### config.mk
export PLATFORM = sky130hd
export DESIGN_NAME = activation_pipe
export DESIGN_NICKNAME = d
export VERILOG_FILES = /design/src/rtl/activation_pipe.sv
export SDC_FILE = /design/constraint.sdc
export NUM_CORES = 1
export LEC_CHECK = 0
export ABC_AREA = 1
export CAP_MARGIN = 20
export CORE_MARGIN = 1
export CORE_UTILIZATION = 40
export CTS_CLUSTER_SIZE = 25
export DETAILED_ROUTE_END_ITERATION = 12
export PLACE_DENSITY = 0.75
export SETUP_SLACK_MARGIN = 0.15
export SLEW_MARGIN = 0
export SYNTH_ARGS = -nofsm -noshare
export SYNTH_HDL_FRONTEND = slang
export SYNTH_SLANG_ARGS = --single-unit
export TNS_END_PERCENT = 5
### constraint.sdc
create_clock -name clk_i -period 9.9 [get_ports clk_i]
set_clock_uncertainty 0.15 [all_clocks]
set_input_delay 0.99 -clock clk_i [delete_from_list [all_inputs] [get_ports clk_i]]
set_output_delay 0.99 -clock clk_i [all_outputs]
set_load 0.02 [all_outputs]
### src/rtl/activation_pipe.sv
// activation_pipe: two-stage valid/ready pipeline that applies one of five
// fixed-point activation functions to LANES signed elements per beat.
// Optional saturation counter enabled by defining ACTIV_SAT_COUNT_EN.
module activation_pipe #(
  parameter int N           = 16,
  parameter int FRAC        = 8,
  parameter int LANES       = 8,
  parameter int LEAKY_SHIFT = 3
) (
  input  logic                      clk_i,
  input  logic                      rst_i,
  input  logic                      valid_i,
  output logic                      ready_o,
  input  logic [2:0]                activation_function_i,
  input  logic [LANES-1:0][N-1:0]   value_i,
  output logic                      valid_o,
  input  logic                      ready_i,
  output logic [LANES-1:0][N-1:0]   value_o,
  input  logic                      sat_clear_i,
  output logic [31:0]               sat_count_o
);

  // ReLU6 upper bound, limited to the largest positive N-bit value.
  localparam logic [N+2:0] C6_WIDE      = (N+3)'(6) << FRAC;
  localparam logic [N+2:0] MAX_POS_WIDE = ((N+3)'(1) << (N-1)) - (N+3)'(1);
  localparam logic signed [N-1:0] C6    = (C6_WIDE > MAX_POS_WIDE) ?
                                          MAX_POS_WIDE[N-1:0] : C6_WIDE[N-1:0];
  // Hard sigmoid offset (0.5) and upper bound (1.0), one guard bit wide.
  localparam logic signed [N:0] HALF = (N+1)'(1) << (FRAC-1);
  localparam logic signed [N:0] ONE  = (N+1)'(1) << FRAC;

  logic                     s1_valid;
  logic [2:0]               s1_mode;
  logic [LANES-1:0][N-1:0]  s1_value;
  logic                     s2_load;
  logic                     in_xfer;
  logic                     out_xfer;
  logic [LANES-1:0][N-1:0]  next_value;
  logic [LANES-1:0]         next_clip;

  // One lane of the activation: returns {clip, result}.
  function automatic logic [N:0] act_lane(input logic signed [N-1:0] x,
                                          input logic [2:0] mode);
    logic signed [N-1:0] y;
    logic signed [N:0]   xe;
    logic signed [N:0]   t;
    logic                clip;
    y    = x;
    clip = 1'b0;
    xe   = {x[N-1], x};
    t    = (xe >>> 2) + HALF;
    case (mode)
      3'd1: begin
        if (x[N-1] || x == '0) y = '0;
      end
      3'd2: begin
        if (x[N-1]) y = x >>> LEAKY_SHIFT;
      end
      3'd3: begin
        if (x[N-1]) begin
          y    = '0;
          clip = 1'b1;
        end else if (x > C6) begin
          y    = C6;
          clip = 1'b1;
        end
      end
      3'd4: begin
        if (t[N]) begin
          y    = '0;
          clip = 1'b1;
        end else if (t > ONE) begin
          y    = ONE[N-1:0];
          clip = 1'b1;
        end else begin
          y    = t[N-1:0];
        end
      end
      default: y = x;
    endcase
    return {clip, y};
  endfunction

  // S2 can take S1's beat when it is empty or its own beat is leaving.
  assign s2_load  = s1_valid && (!valid_o || ready_i);
  assign ready_o  = !s1_valid || s2_load;
  assign in_xfer  = valid_i && ready_o;
  assign out_xfer = valid_o && ready_i;

  // Evaluate the selected activation on every lane of the S1 beat.
  always_comb begin
    logic [N:0] r;
    next_value = '0;
    next_clip  = '0;
    r          = '0;
    for (int l = 0; l < LANES; l++) begin
      r             = act_lane(s1_value[l], s1_mode);
      next_value[l] = r[N-1:0];
      next_clip[l]  = r[N];
    end
  end

  // Stage 1: capture the incoming beat and its mode, or empty when it moves on.
  always_ff @(posedge clk_i or posedge rst_i) begin
    if (rst_i) begin
      s1_valid <= 1'b0;
      s1_mode  <= '0;
      s1_value <= '0;
    end else if (in_xfer) begin
      s1_valid <= 1'b1;
      s1_mode  <= activation_function_i;
      s1_value <= value_i;
    end else if (s2_load) begin
      s1_valid <= 1'b0;
    end
  end

  // Stage 2: register results; hold them while downstream stalls.
  always_ff @(posedge clk_i or posedge rst_i) begin
    if (rst_i) begin
      valid_o <= 1'b0;
      value_o <= '0;
    end else if (s2_load) begin
      valid_o <= 1'b1;
      value_o <= next_value;
    end else if (ready_i) begin
      valid_o <= 1'b0;
    end
  end

`ifdef ACTIV_SAT_COUNT_EN
  logic [LANES-1:0] s2_clip;
  logic [31:0]      clip_sum;
  logic [32:0]      sat_sum;

  // Clip flags travel alongside the S2 result.
  always_ff @(posedge clk_i or posedge rst_i) begin
    if (rst_i) begin
      s2_clip <= '0;
    end else if (s2_load) begin
      s2_clip <= next_clip;
    end
  end

  // Number of clipped lanes in the beat currently at the output.
  always_comb begin
    clip_sum = '0;
    for (int l = 0; l < LANES; l++) begin
      clip_sum = clip_sum + 32'(s2_clip[l]);
    end
  end

  assign sat_sum = {1'b0, sat_count_o} + {1'b0, clip_sum};

  // Saturating counter of clipped lanes; a clear beats a same-cycle increment.
  always_ff @(posedge clk_i or posedge rst_i) begin
    if (rst_i) begin
      sat_count_o <= '0;
    end else if (sat_clear_i) begin
      sat_count_o <= '0;
    end else if (out_xfer) begin
      sat_count_o <= sat_sum[32] ? '1 : sat_sum[31:0];
    end
  end
`else
  logic unused_signals;
  assign unused_signals = ^{sat_clear_i, next_clip, out_xfer};
  assign sat_count_o    = '0;
`endif

endmodule
[Word level (Yosys, flattened, before mapping)]
Cells that the tools add are included.
Storage, ports and cells
  flip-flop bits (word level): 261
  input port bits: 136
  output and inout bits: 162
Operators by class
  $add $sub $neg: 8
  magnitude comparators: 16
  equality and inequality tests: 4
  multiplexer cells: 60
  reductions and logical operators: 24
Operators with widths (number)
  $mux W16: 32
  $pmux W16 S4: 8
  $mux W15: 16
  $gt A16 B12 Y1 const B: 8
  $logic_not A16 Y1: 8
  $add A14 B9 Y15 const B: 8
  $gt A15 B10 Y1 const B: 8
  $logic_or A1 B1 Y1: 10
  $eq A3 B2 Y1 const B: 2
  $mux W1: 4
  $reduce_bool A2 Y1: 2
  $eq A3 B1 Y1 const B: 1
  $eq A3 B3 Y1 const B: 1
  $logic_and A1 B1 Y1: 2
  $logic_not A1 Y1: 2

[Logic depth before layout (Yosys ltp)]
  depth after elaboration: 6
  depth in mapped cells: 13

[Least setup slack after synthesis]
Ideal clock, no wire load.
  path type: input-to-reg
  start point: in ready_i
  end point: reg s1_mode[2]
  setup time: 0.125 ns
  arrival time: 2.179 ns
  data required time: 9.625 ns
  setup slack: 7.447 ns
  cell stages on the path: 5
  path buffers: 1
  cell sequence: inv_1 > nand3_1 > nand2_1 > buf_1 > mux2_2
On the way
  cells in the longest elaborated chain, start to end: 4
Ends and longest elaborated chain
  from (decl): RTL line 17  | input logic ready_i,
  $logic_or A1 B1 Y1: RTL line 85  | assign s2_load = s1_valid && (!valid_o || ready_i);
  $logic_and A1 B1 Y1: RTL line 85
  $logic_or A1 B1 Y1: RTL line 86  | assign ready_o = !s1_valid || s2_load;
  net ready_o: RTL line 13  | output logic ready_o,
  $logic_and A1 B1 Y1: RTL line 87  | assign in_xfer = valid_i && ready_o;
  to (signal assigned): RTL line 111  | s1_mode <= activation_function_i;
  to (decl): RTL line 33  | logic [2:0] s1_mode;
The timed path passes the listed nets, and every way through them passes these cells.
A chain may end at the register's enable or synchronous reset.

[Worst setup path after layout]
  start point: reg s1_mode[1]
  end point: reg value_o[20] in the netlist's numbering
On the way
  cells in the longest elaborated chain, start to end: 2
  elaborated cells between the ends (all ways): 5
  classes of those cells: eq/ne: 4; mux: 1
Ends and longest elaborated chain
  $eq A3 B3 Y1, or another cell as far along: RTL line 52  | case (mode)
  $pmux W16 S4 (*): RTL line 52
  to (signal assigned): RTL line 125  | value_o <= next_value;
  to (decl): RTL line 18  | output logic [LANES-1:0][N-1:0] value_o,
Every way passes the cells marked *; elsewhere a longest branch is shown, timed or not.

==> impl_summary.md <==
Cells and area
The repair_antennas step left the layout with diodes totalling 0. At the end of the flow the core is filled with cells to 0.513. In the final layout, the share of cells above drive strength 1 is 0.0454. The net count of the finished layout is about 2,600.

The area added between synthesis and finish is 25.9%. The count of cells in the finished layout, fillers not included, comes to 2,977. The number of filler instances in the final layout is roughly 3,700.

Drt
The overall via count from detail_route is ~15,000. Using the TritonRoute via totals, the vias-per-cell ratio works out to between 5 and 6. The routed wire length per instance is around 16 um.

For this block, the initial DRC count from the detailed router was between 1,000 and 1,500. The final routed DRC violation total is 0. The routed design has between 40 and 50 mm of wire. The number of search-and-repair iterations in the first detailed-routing pass is 7. The antenna violation net count after detailed routing is 0.

Hold path
The worst hold path begins at value_o[43]$_DFFE_PP0P_. The classification of the worst-slack hold path is register to register.

Placement
Summed over all nets, the half-perimeter wirelength after detailed placement is ~32 mm. The last weighted congestion value of the routability-driven placer is between 0.9 and 1. The count of buffers added on input and output ports is about 260. The minimum setup slack after placement is between 5000 and 6000 ps. The number of placed instances, taps included, is between 2,000 and 3,000.

Worst setup path
The slowest library cell on the worst path is sky130_fd_sc_hd__nand2_4. The launching point of the worst reg2reg path is s1_mode[1]$_DFFE_PP0P_. The data arrival at the endpoint of the critical path is 4300 ps.

The largest incremental delay on the critical path is roughly 920 ps. The worst setup path is of the register to register kind. The worst setup path is captured at a register.

The type of origin of the critical path is a register. Walking the worst path, the cells encountered are inv_1 -> nand3_1 -> nand2_4 -> buf_4 -> nand4_1 -> nand2_1 -> nand2_1 -> nor2_1 -> nor2_1. The highest net fanout along the worst path is just over 60.

The required time of the critical path is 10,220 ps. The beginning of the critical path is s1_mode[1]$_DFFE_PP0P_.

Floorplan
The die outline width is 198 um. The core region area is around 38,000 um^2. The die footprint is between 30,000 and 40,000 um^2. The initial utilization of the core area, before any placement, comes to 0.408. The height of the die is 198 um. roughly 300 I/O pins were placed. Row generation in the floorplan step produced 71 rows.

Clock tree
Hold repair after CTS inserted 0 buffers. The clock tree buffer depth is 3. Clock tree synthesis found a total of between 200 and 300 sinks. Post-CTS repair changed the size of 0 cells. The deepest level of the CTS H-tree is 1. Buffers inserted during clock tree synthesis total 31. After clock tree synthesis, the clock-pin slew on the worst setup and hold paths is ~60 ps. The clock insertion delay at the later pin of the skew report is between 500 and 600 ps. TritonCTS built the clock tree.

The root buffer cell chosen for the clock tree is sky130_fd_sc_hd__clkbuf_16. The setup fix buffers added after clock tree synthesis is 0.

Synth
The unique cell type count in the Yosys netlist is 37. The post-synthesis compound-gate area fraction was 0.107. The simple-gate area share of the yosys netlist is 0.336. The total number of yosys warnings is 0. The parity-gate share of the synthesized area counting xor and xnor cells is 0.00398. The largest family of logic cells by synthesized area is simple AND/OR/NAND/NOR gates.

The portion of synthesized area spent on multiplexers is 0.0234. Each instance of the synthesized netlist takes up on average between 6 and 7 um^2. Yosys attributes the largest share of cell area to sky130_fd_sc_hd__dfrtp_1 42%, sky130_fd_sc_hd__nand2_1 16%, sky130_fd_sc_hd__nor2_1 9.9%. The cell type contributing the most total cell area after synthesis is sky130_fd_sc_hd__dfrtp_1. The area of the mapped netlist is about 15,000 um^2. Synthesis produced a netlist whose cell count is around 2,200. The arithmetic-cell share of the synthesized area counting full adders, half adders and majority gates is 0.0162. Of the synthesized area, sequential elements account for 0.423. The number of storage elements in the synthesis netlist is approximately 260. The fraction of synthesized cell area taken by the top area cell type is 0.423.

Global route
The via count of the first global-routing pass is between 10,000 and 15,000. The initial antenna violation count is 0. After global routing the overflow that remains totals 0. In the global route stage, overall resource usage came out at 0.235. The wire length of the first global-routing pass is roughly 75 mm. The largest net degree at the start of global routing is approximately 180.

Run status
The flow ran to the end, and the final reports show no timing, DRC or antenna violations.

Run
The tool flagged a number of max-cap violations equal to 0.

STA
Setup violations remaining at the end of the flow were counted as 0. The slew of the pin with the lowest slew margin is 1050 ps. The relative max-transition margin is 0.299.

The total negative slack for setup checks is 0 ps. The total count of hold-check failures in the final report was 0. Setup repair after global routing left no endpoint under its margin.

The highest achievable clock rate is between 0.2 and 0.3 GHz. The post-route worst setup slack is about 5900 ps. The final period utilization is 0.402. The smallest clock period supported by the final layout is computed as approximately 4000 ps. The number of slew-limit violations in the final report is 0.

Power
IR analysis of the VDD net gives a maximum drop of 0.136 mV. The leakage power summed over all cells is about 9.4 nW. The power density normalized to cell area is roughly 240 nW/um^2.
report_power, final:
part           switching [mW]  internal (mW)
Sequential              0.269           1.36
Combinational            1.02          0.709
Clock                   0.482          0.734
critical path: cells and delay by family (launching register included):
family / cells / cell delay (ps)
buf+inv: 2 / 720
simple gates: 7 / 2590
flops: 1 / 390
cells by family after synthesis:
logic type | Yosys count
AOI/OAI and AO/OA | 313
adders and majority gates | 20
muxes | 32
xor gates and xnor gates | 7
other | 1
DFF | 261
and+or+nand+nor | 1262
buffers and inverters | 327
cell usage in the layout (no fill, tap or decap), types with 32 or more instances in the layout:
cell | Yosys | final
sky130_fd_sc_hd__conb_1 | 1 | 32
sky130_fd_sc_hd__o21ai_0 | 137 | 137
sky130_fd_sc_hd__nand3_1 | 105 | 105
sky130_fd_sc_hd__mux2_2 | 32 | 32
sky130_fd_sc_hd__a21oi_1 | 137 | 137
sky130_fd_sc_hd__inv_1 | 207 | 206
sky130_fd_sc_hd__nor2_1 | 408 | 408
sky130_fd_sc_hd__nand2_1 | 647 | 645
sky130_fd_sc_hd__clkdlybuf4s50_1 | 0 | 264
sky130_fd_sc_hd__dfrtp_1 | 261 | 261
sky130_fd_sc_hd__nand4_1 | 67 | 67
cells in the mapped netlist:
master and instances:
sky130_fd_sc_hd__buf_2 24, sky130_fd_sc_hd__conb_1 1, sky130_fd_sc_hd__nand3_2 1, sky130_fd_sc_hd__nand3b_1 21, sky130_fd_sc_hd__mux2_2 32, sky130_fd_sc_hd__inv_1 207
sky130_fd_sc_hd__o2111ai_1 6, sky130_fd_sc_hd__a21oi_1 137, sky130_fd_sc_hd__ha_1 20, sky130_fd_sc_hd__dfrtp_1 261, sky130_fd_sc_hd__nand2_2 1, sky130_fd_sc_hd__buf_1 8
sky130_fd_sc_hd__or2_2 1, sky130_fd_sc_hd__nor2_2 2, sky130_fd_sc_hd__nor2_1 408, sky130_fd_sc_hd__nand2_1 647, sky130_fd_sc_hd__buf_4 32, sky130_fd_sc_hd__buf_6 1
sky130_fd_sc_hd__o21bai_1 4, sky130_fd_sc_hd__a21oi_2 4, sky130_fd_sc_hd__clkinv_1 1, sky130_fd_sc_hd__o21ai_1 5, sky130_fd_sc_hd__and2_1 3, sky130_fd_sc_hd__xnor2_1 5
sky130_fd_sc_hd__a31oi_1 8, sky130_fd_sc_hd__o31ai_1 8, sky130_fd_sc_hd__nor3_4 1, sky130_fd_sc_hd__nor2_4 2, sky130_fd_sc_hd__xor2_1 2, sky130_fd_sc_hd__nand4_1 67
sky130_fd_sc_hd__nor3_1 2, sky130_fd_sc_hd__o21ai_0 137, sky130_fd_sc_hd__inv_2 3, sky130_fd_sc_hd__o211ai_1 4, sky130_fd_sc_hd__nand3_1 105, sky130_fd_sc_hd__clkbuf_1 51
sky130_fd_sc_hd__nand4_2 1
state kept, by name, summed over array words and instances, names as in the netlist:
register	cells
value_o	128
valid_o	1
s1_mode	3
s1_valid	1
s1_value	128
cell type report:
cell class	instances	area, um^2	share of cell area
multi-input combinational	1666	7640	0.394
inverter	211	802	0.0413
clock buffer	38	842	0.0434
clock inverter	19	246	0.0127
sequential	261	6530	0.336
tap	511	639	0.0329
timing repair buffer	271	2710	0.139
per-stage QoR:
stage               hold WS (ps)  area [um^2]  total power, mW
finish                       328        19400             4.57
floorplan                    346        15500             2.60
global route                 352        19400             4.85
detailed placement           315        18300             3.36
global placement             315        18300             3.33
CTS                          332        19400             4.60
worst paths after layout:
kind                                             endpoint  slack [ps]  depth (start not counted)
worst max-delay path              value_o[20]$_DFFE_PP0P_        5920                          9
worst max register to register    value_o[20]$_DFFE_PP0P_        5920                          9
min in group asynchronous       s1_value[101]$_DFFE_PP0P_         840                          2
max in group asynchronous        s1_value[36]$_DFFE_PP0P_        7230                          3
worst min register to register    value_o[43]$_DFFE_PP0P_         330                          2
worst min-delay path              value_o[43]$_DFFE_PP0P_         330                          2
metal layers:
metal | track usage | vias up | wire length, um
met2 | 0.378 | 639 | 21500
li1 | - | 7477 | -
met3 | 0.0407 | 93 | 3440
met5 | 0 | - | 0
met4 | 0.0890 | 0 | 1440
met1 | 0.315 | 7260 | 20400
(Power assumes the default switching activity.)
